### config.mk
export PLATFORM = sky130hd
export DESIGN_NAME = lc2k_decode_stage
export DESIGN_NICKNAME = d
export VERILOG_FILES = /design/src/rtl/lc2k_pkg.sv /design/src/rtl/lc2k_regfile.sv /design/src/rtl/lc2k_decode_stage.sv
export SDC_FILE = /design/constraint.sdc
export NUM_CORES = 1
export LEC_CHECK = 0
export CAP_MARGIN = 20
export CORE_MARGIN = 2
export CORE_UTILIZATION = 40
export DETAILED_ROUTE_END_ITERATION = 8
export HOLD_SLACK_MARGIN = 0.15
export PLACE_DENSITY = 0.62
export RECOVER_POWER = 100
export SLEW_MARGIN = 25
export SYNTH_ARGS = -nofsm -noshare
export SYNTH_HDL_FRONTEND = slang
export SYNTH_SLANG_ARGS = --single-unit
### constraint.sdc
create_clock -name clk -period 5.3 [get_ports clk]
set_input_delay 0.795 -clock clk [delete_from_list [all_inputs] [get_ports clk]]
set_output_delay 0.795 -clock clk [all_outputs]
set_load 0.02 [all_outputs]
### src/rtl/lc2k_pkg.sv
// Shared LC2K definitions for the decode stage: opcodes, ALU operation encoding,
// instruction field positions and the 16-bit sign-extension helper.
package lc2k_pkg;

  localparam logic [2:0] OP_ADD  = 3'd0;
  localparam logic [2:0] OP_NOR  = 3'd1;
  localparam logic [2:0] OP_LW   = 3'd2;
  localparam logic [2:0] OP_SW   = 3'd3;
  localparam logic [2:0] OP_BEQ  = 3'd4;
  localparam logic [2:0] OP_JALR = 3'd5;
  localparam logic [2:0] OP_HALT = 3'd6;
  localparam logic [2:0] OP_NOOP = 3'd7;

  typedef enum logic [1:0] {
    ALU_ADD    = 2'b00,
    ALU_NOR    = 2'b01,
    ALU_EQ     = 2'b10,
    ALU_PASS_A = 2'b11
  } alu_op_e;

  localparam int OP_MSB   = 24;
  localparam int OP_LSB   = 22;
  localparam int RA_MSB   = 21;
  localparam int RA_LSB   = 19;
  localparam int RB_MSB   = 18;
  localparam int RB_LSB   = 16;
  localparam int OFF_MSB  = 15;
  localparam int DEST_MSB = 2;

  function automatic logic [31:0] sign_extend16(input logic [15:0] value);
    return {{16{value[15]}}, value};
  endfunction

endpackage

### src/rtl/lc2k_regfile.sv
// LC2K register file: two asynchronous read ports, one synchronous write port, r0 reads 0.
// Define LC2K_WB_BYPASS_EN to make a same-cycle write visible on the read ports.
module lc2k_regfile #(
  parameter int DATA_W = 32,
  parameter int NREGS  = 8,
  parameter int AW     = $clog2(NREGS)
) (
  input  logic              clk,
  input  logic              reset,
  input  logic [AW-1:0]     rd_addr_a,
  input  logic [AW-1:0]     rd_addr_b,
  output logic [DATA_W-1:0] rd_data_a,
  output logic [DATA_W-1:0] rd_data_b,
  input  logic              wr_en,
  input  logic [AW-1:0]     wr_addr,
  input  logic [DATA_W-1:0] wr_data
);

  logic [DATA_W-1:0] regs [NREGS];

  always_ff @(posedge clk) begin
    if (reset) begin
      for (int i = 0; i < NREGS; i++) regs[i] <= '0;
    end else if (wr_en && (wr_addr != '0)) begin
      regs[wr_addr] <= wr_data;
    end
  end

  always_comb begin
    rd_data_a = (rd_addr_a == '0) ? '0 : regs[rd_addr_a];
    rd_data_b = (rd_addr_b == '0) ? '0 : regs[rd_addr_b];
`ifdef LC2K_WB_BYPASS_EN
    if (wr_en && (wr_addr != '0) && (wr_addr == rd_addr_a)) rd_data_a = wr_data;
    if (wr_en && (wr_addr != '0) && (wr_addr == rd_addr_b)) rd_data_b = wr_data;
`endif
  end

endmodule

### src/rtl/lc2k_decode_stage.sv
// LC2K ID stage with ID/EX register: decode, register read, load-use hazard, flush, halt.
// Optional LC2K_WB_BYPASS_EN gives write-through reads from the WB port (see lc2k_regfile).
module lc2k_decode_stage
  import lc2k_pkg::*;
#(
  parameter int DATA_W = 32,
  parameter int PC_W   = 16,
  parameter int NREGS  = 8,
  parameter int AW     = $clog2(NREGS)
) (
  input  logic              clk,
  input  logic              reset,
  input  logic              in_valid,
  output logic              in_ready,
  input  logic [31:0]       in_instr,
  input  logic [PC_W-1:0]   in_pc,
  input  logic              flush,
  output logic              out_valid,
  input  logic              out_ready,
  output logic [DATA_W-1:0] aluValA,
  output logic [DATA_W-1:0] aluValB,
  output logic [1:0]        CONTROL_OPERATION,
  output logic [DATA_W-1:0] offsetExtended,
  output logic [PC_W-1:0]   pcPrev,
  output logic [DATA_W-1:0] regB_data,
  output logic [AW-1:0]     dest_reg,
  output logic              wr_en,
  output logic              mem_rd,
  output logic              mem_wr,
  output logic              is_beq,
  output logic              is_jalr,
  output logic              halt,
  input  logic              wb_en,
  input  logic [AW-1:0]     wb_reg,
  input  logic [DATA_W-1:0] wb_data
);

  logic [2:0]        op;
  logic [AW-1:0]     reg_a;
  logic [AW-1:0]     reg_b;
  logic [AW-1:0]     reg_d;
  logic [DATA_W-1:0] rd_a;
  logic [DATA_W-1:0] rd_b;
  logic [DATA_W-1:0] off_ext;
  logic              unused_instr;

  assign op           = in_instr[OP_MSB:OP_LSB];
  assign reg_a        = in_instr[RA_MSB:RA_LSB];
  assign reg_b        = in_instr[RB_MSB:RB_LSB];
  assign reg_d        = in_instr[DEST_MSB:0];
  assign off_ext      = sign_extend16(in_instr[OFF_MSB:0]);
  assign unused_instr = ^in_instr[31:25];

  lc2k_regfile #(.DATA_W(DATA_W), .NREGS(NREGS), .AW(AW)) u_regfile (
    .clk       (clk),
    .reset     (reset),
    .rd_addr_a (reg_a),
    .rd_addr_b (reg_b),
    .rd_data_a (rd_a),
    .rd_data_b (rd_b),
    .wr_en     (wb_en),
    .wr_addr   (wb_reg),
    .wr_data   (wb_data)
  );

  logic [DATA_W-1:0] dec_a, dec_b, dec_rbd;
  alu_op_e           dec_op;
  logic [AW-1:0]     dec_dest;
  logic              dec_wr, dec_mrd, dec_mwr, dec_beq, dec_jalr, dec_halt;
  logic              reads_a, reads_b;

  always_comb begin
    dec_a    = rd_a;
    dec_b    = rd_b;
    dec_rbd  = rd_b;
    dec_op   = ALU_ADD;
    dec_dest = '0;
    dec_wr   = 1'b0;
    dec_mrd  = 1'b0;
    dec_mwr  = 1'b0;
    dec_beq  = 1'b0;
    dec_jalr = 1'b0;
    dec_halt = 1'b0;
    reads_a  = (op <= OP_JALR);
    reads_b  = (op == OP_ADD) || (op == OP_NOR) || (op == OP_SW) || (op == OP_BEQ);
    case (op)
      OP_ADD:  begin dec_dest = reg_d; dec_wr = 1'b1; end
      OP_NOR:  begin dec_op = ALU_NOR; dec_dest = reg_d; dec_wr = 1'b1; end
      OP_LW:   begin dec_b = off_ext; dec_dest = reg_b; dec_wr = 1'b1; dec_mrd = 1'b1; end
      OP_SW:   begin dec_b = off_ext; dec_mwr = 1'b1; end
      OP_BEQ:  begin dec_op = ALU_EQ; dec_beq = 1'b1; end
      OP_JALR: begin dec_op = ALU_PASS_A; dec_dest = reg_b; dec_wr = 1'b1; dec_jalr = 1'b1; end
      OP_HALT: begin dec_a = '0; dec_b = '0; dec_rbd = '0; dec_halt = 1'b1; end
      default: begin dec_a = '0; dec_b = '0; dec_rbd = '0; end
    endcase
  end

  // A load still in ID/EX cannot feed a consumer yet; r0 sources never depend on it.
  logic hazard, halted, accept;
  assign hazard = out_valid && mem_rd && in_valid &&
                  ((reads_a && (reg_a != '0) && (reg_a == dest_reg)) ||
                   (reads_b && (reg_b != '0) && (reg_b == dest_reg)));
  assign in_ready = !halted && !hazard && (!out_valid || out_ready);
  assign accept   = in_valid && in_ready;

  // Flush beats everything but reset; a flushed halt entry releases the stage.
  always_ff @(posedge clk) begin
    if (reset) begin
      out_valid         <= 1'b0;
      halted            <= 1'b0;
      aluValA           <= '0;
      aluValB           <= '0;
      CONTROL_OPERATION <= ALU_ADD;
      offsetExtended    <= '0;
      pcPrev            <= '0;
      regB_data         <= '0;
      dest_reg          <= '0;
      wr_en             <= 1'b0;
      mem_rd            <= 1'b0;
      mem_wr            <= 1'b0;
      is_beq            <= 1'b0;
      is_jalr           <= 1'b0;
      halt              <= 1'b0;
    end else if (flush || (!accept && out_ready)) begin
      if (flush && out_valid && halt) halted <= 1'b0;
      out_valid <= 1'b0;
      wr_en     <= 1'b0;
      mem_rd    <= 1'b0;
      mem_wr    <= 1'b0;
      is_beq    <= 1'b0;
      is_jalr   <= 1'b0;
      halt      <= 1'b0;
    end else if (accept) begin
      if (dec_halt) halted <= 1'b1;
      out_valid         <= 1'b1;
      aluValA           <= dec_a;
      aluValB           <= dec_b;
      CONTROL_OPERATION <= dec_op;
      offsetExtended    <= off_ext;
      pcPrev            <= in_pc;
      regB_data         <= dec_rbd;
      dest_reg          <= dec_dest;
      wr_en             <= dec_wr;
      mem_rd            <= dec_mrd;
      mem_wr            <= dec_mwr;
      is_beq            <= dec_beq;
      is_jalr           <= dec_jalr;
      halt              <= dec_halt;
    end
  end

endmodule
==> reports/summary.txt <==
status - finished with violations
failing checks - capacitance limit, slew limit
Post-synth top cells - 224 x and2_1, 224 x edfxtp_1, 141 x dfxtp_1
Initial Utilization - 40.7%
Filler cells - 3949
die width - 217 um
Post-Synthesis Cells - 1584
relative slew slack - -56.7%
max reg flops - 224
final net count - 1826
Synth cell types - 49
fmax - 0.217 GHz
required time of the critical path - 5.52 ns
drc violations - 0
Top FF cell, synth - edfxtp_1
sequential cell area - 9550 um^2
Final Max Tran Viols - 398
Clock H-tree levels - 2
Vias - 13700
Worst path slowest cell - or2_0
CTS Buf Count - 41
Worst setup SP type - input pin
Non-Filler Instances - 2362
EDFF count, synth - 224
Simple-Gate Fraction of Synth Area - 17.7%
post-DR wirelength/cell - 24.9 um
Hold-fix buffers, CTS - 0
Finish-stage setup viols - 0
critical path class - input pin to flip-flop
Crit. End Element - flip-flop
Setup Skew - 0.0131 ns
worst vdd ir - 202 uV
Syn Area/Cell - 11.4 um^2
first-pass GRT wire length - 85900 um
pwr dens - 313 nW/um^2
Post-Place Cells - 2285
XOR/XNOR Fraction of Synth Area - 0.145%
Via density - 5.81
FFs w/ async S/R, synth - 0%
Adder-Cell Fraction of Synth Area - 0%
largest fanout on the critical path - 69
number of top-level pins - 246
CTS tree - built
Core Area - 44400 um^2
post-route setup TNS - 0 ns
Routed WL - 58900 um
pin count of the biggest net entering global routing - 100
worst-path cell chain - clkbuf_1, clkbuf_2, or2_0, buf_4
Final period util - 87.0%
Final Critical Period - 4.61 ns
Top reg by flops - u_regfile.regs
sequential share of the synthesized area - 52.8%
clk root buf - clkbuf_16
CP max stage delay - 1.81 ns
leakage power - 7.79 nW
total track usage - 24.3%
Synth Register Bits - 365
Final HPWL DP - 34300 um
Worst Path Arrival - 4.83 ns
CTS resizes - 0
multi-input logic area - 7800 um^2
n_diodes - 0
main combinational cell family by area after synthesis - simple AND/OR/NAND/NOR gates
Min-Delay Path Class - flip-flop to flip-flop
Synth area leader - edfxtp_1
drt pass-1 iters - 7
Max-Cap Viols - 14
RSZ-0062 raised after global routing - false
initial drt markers - 1282
later-pin clock latency in the skew report - 0.55 ns
Synth top area share - 37.2%
Area growth syn-to-layout - 21.6%
# Post-CTS Setup Buffers - 0
Die Area - 46900 um^2
gpl congestion - 0.812
initial antenna violation count - 7
CTS Buffer Depth - 3
layout cell share with drive strength beyond 1 - 13.5%
Die Y - 217 um
Util after Layout - 49.5%
std cell rows - 77
compound-cell area share of the yosys netlist - 12.8%
top post-synthesis cells by area - edfxtp_1 37%, dfxtp_1 16%, and2_1 7.7%, mux4_2 6.1%, mux2_2 5.9%
Mapped Area - 18100 um^2
post-synth net total - 1673
post-route ant nets - 0
final hold vios - 0
Clk pin slew, worst setup/hold paths - 0.05 ns
Ys Warns - 0
vias in the first global route - 13500
Slew @ Worst Pin - 2.35 ns
PortBufs - 238
mux share of post-synthesis cell area - 12.3%
total clock sinks - 365
Overflow after GRT - 0
[layout make-up]
type                            instances  share of cell area (%)
Multi-Input combinational cell       1051                    35.5
Tap cell                              592                    3.37
Inverter                                3                  0.0512
Sequential cell                       365                    43.4
Timing Repair Buffer                  275                    12.0
Clock inverter                         14                   0.296
Clock buffer                           62                    5.42
[power breakdown]
part	internal [mW]	switching (mW)	leakage [nW]
registers	3.18	0.0844	3.30
logic	0.384	0.542	3.88
clock network	1.55	1.15	0.619
total	5.12	1.77	7.79
[cell families (layout without fill, tap and decap cells)]
group                     Yosys count  in the layout
AOI/OAI and AO/OA                 362            362
buffers and inverters             168            354
xor gates and xnor gates            3              3
and+or+nand+nor                   536            536
muxes                             150            150
DFF                               365            365
[final timing paths]
kind                       startpoint                                   to  slack (ns)  cells past startpoint
max                             reset  u_regfile.regs[7][18]$_SDFFCE_PN0P_        0.69                      4
min              is_jalr$_SDFFE_PP0P_                 is_jalr$_SDFFE_PP0P_        0.47                      2
max reg2reg  dest_reg[2]$_SDFFE_PP0P_             aluValB[23]$_SDFFE_PP0P_        1.93                      5
min reg2reg      is_jalr$_SDFFE_PP0P_                 is_jalr$_SDFFE_PP0P_        0.47                      2
[metrics by stage]
step	power [mW]	cell area, um^2	worst slack (ns)	hold slack, ns
floorplan	3.85	18100	2.26	0.533
global placement	4.26	20800	1.34	0.454
CTS	6.95	22000	1.29	0.465
finish	6.89	22000	0.691	0.466
detailed placement	4.27	20800	1.29	0.453
global route	7.11	22000	0.591	0.491
[critical path, delay by kind of cell]
kind / cells / cell delay [ns]
buf+inv: 3 / 2.19
simple gates: 1 / 1.81
[layout by cell type, fill, tap and decap left out, types with 3 or more instances in the layout]
master / netlist / final
a21oi_1: 61 / 60
mux2_2: 94 / 94
nand2_1: 19 / 18
a221oi_1: 45 / 45
o21ai_1: 36 / 5
mux4_2: 49 / 49
and2_1: 224 / 95
mux2i_1: 7 / 7
nand2b_1: 56 / 55
nand3_1: 37 / 37
nor2b_1: 103 / 100
xor2_1: 3 / 3
clkinv_2: 0 / 6
a221o_1: 17 / 17
nor3_1: 6 / 6
buf_2: 19 / 3
a211oi_1: 5 / 5
dfxtp_1: 141 / 141
clkdlybuf4s50_1: 0 / 73
o41ai_1: 31 / 31
o22ai_1: 15 / 15
nor2_1: 41 / 42
clkbuf_16: 0 / 43
o21ai_0: 125 / 156
dlygate4sd3_1: 0 / 158
or2_0: 0 / 5
or4_1: 17 / 17
edfxtp_1: 224 / 224
clkinv_1: 0 / 7
clkbuf_1: 104 / 29
o22a_1: 17 / 17
and2_0: 0 / 129
buf_4: 27 / 20
nand4_1: 15 / 16
inv_1: 3 / 3
clkbuf_8: 0 / 4
[routing by layer]
metal  GRT usage, %  up-vias  part of all wire (%)
met4           6.94       10                   2.4
met5              0        -                  0.12
met2           38.5      566                    46
met1           33.0     6890                    43
met3           5.94       92                   8.3
li1               -     6168                     -
(Power assumes the default switching activity.)
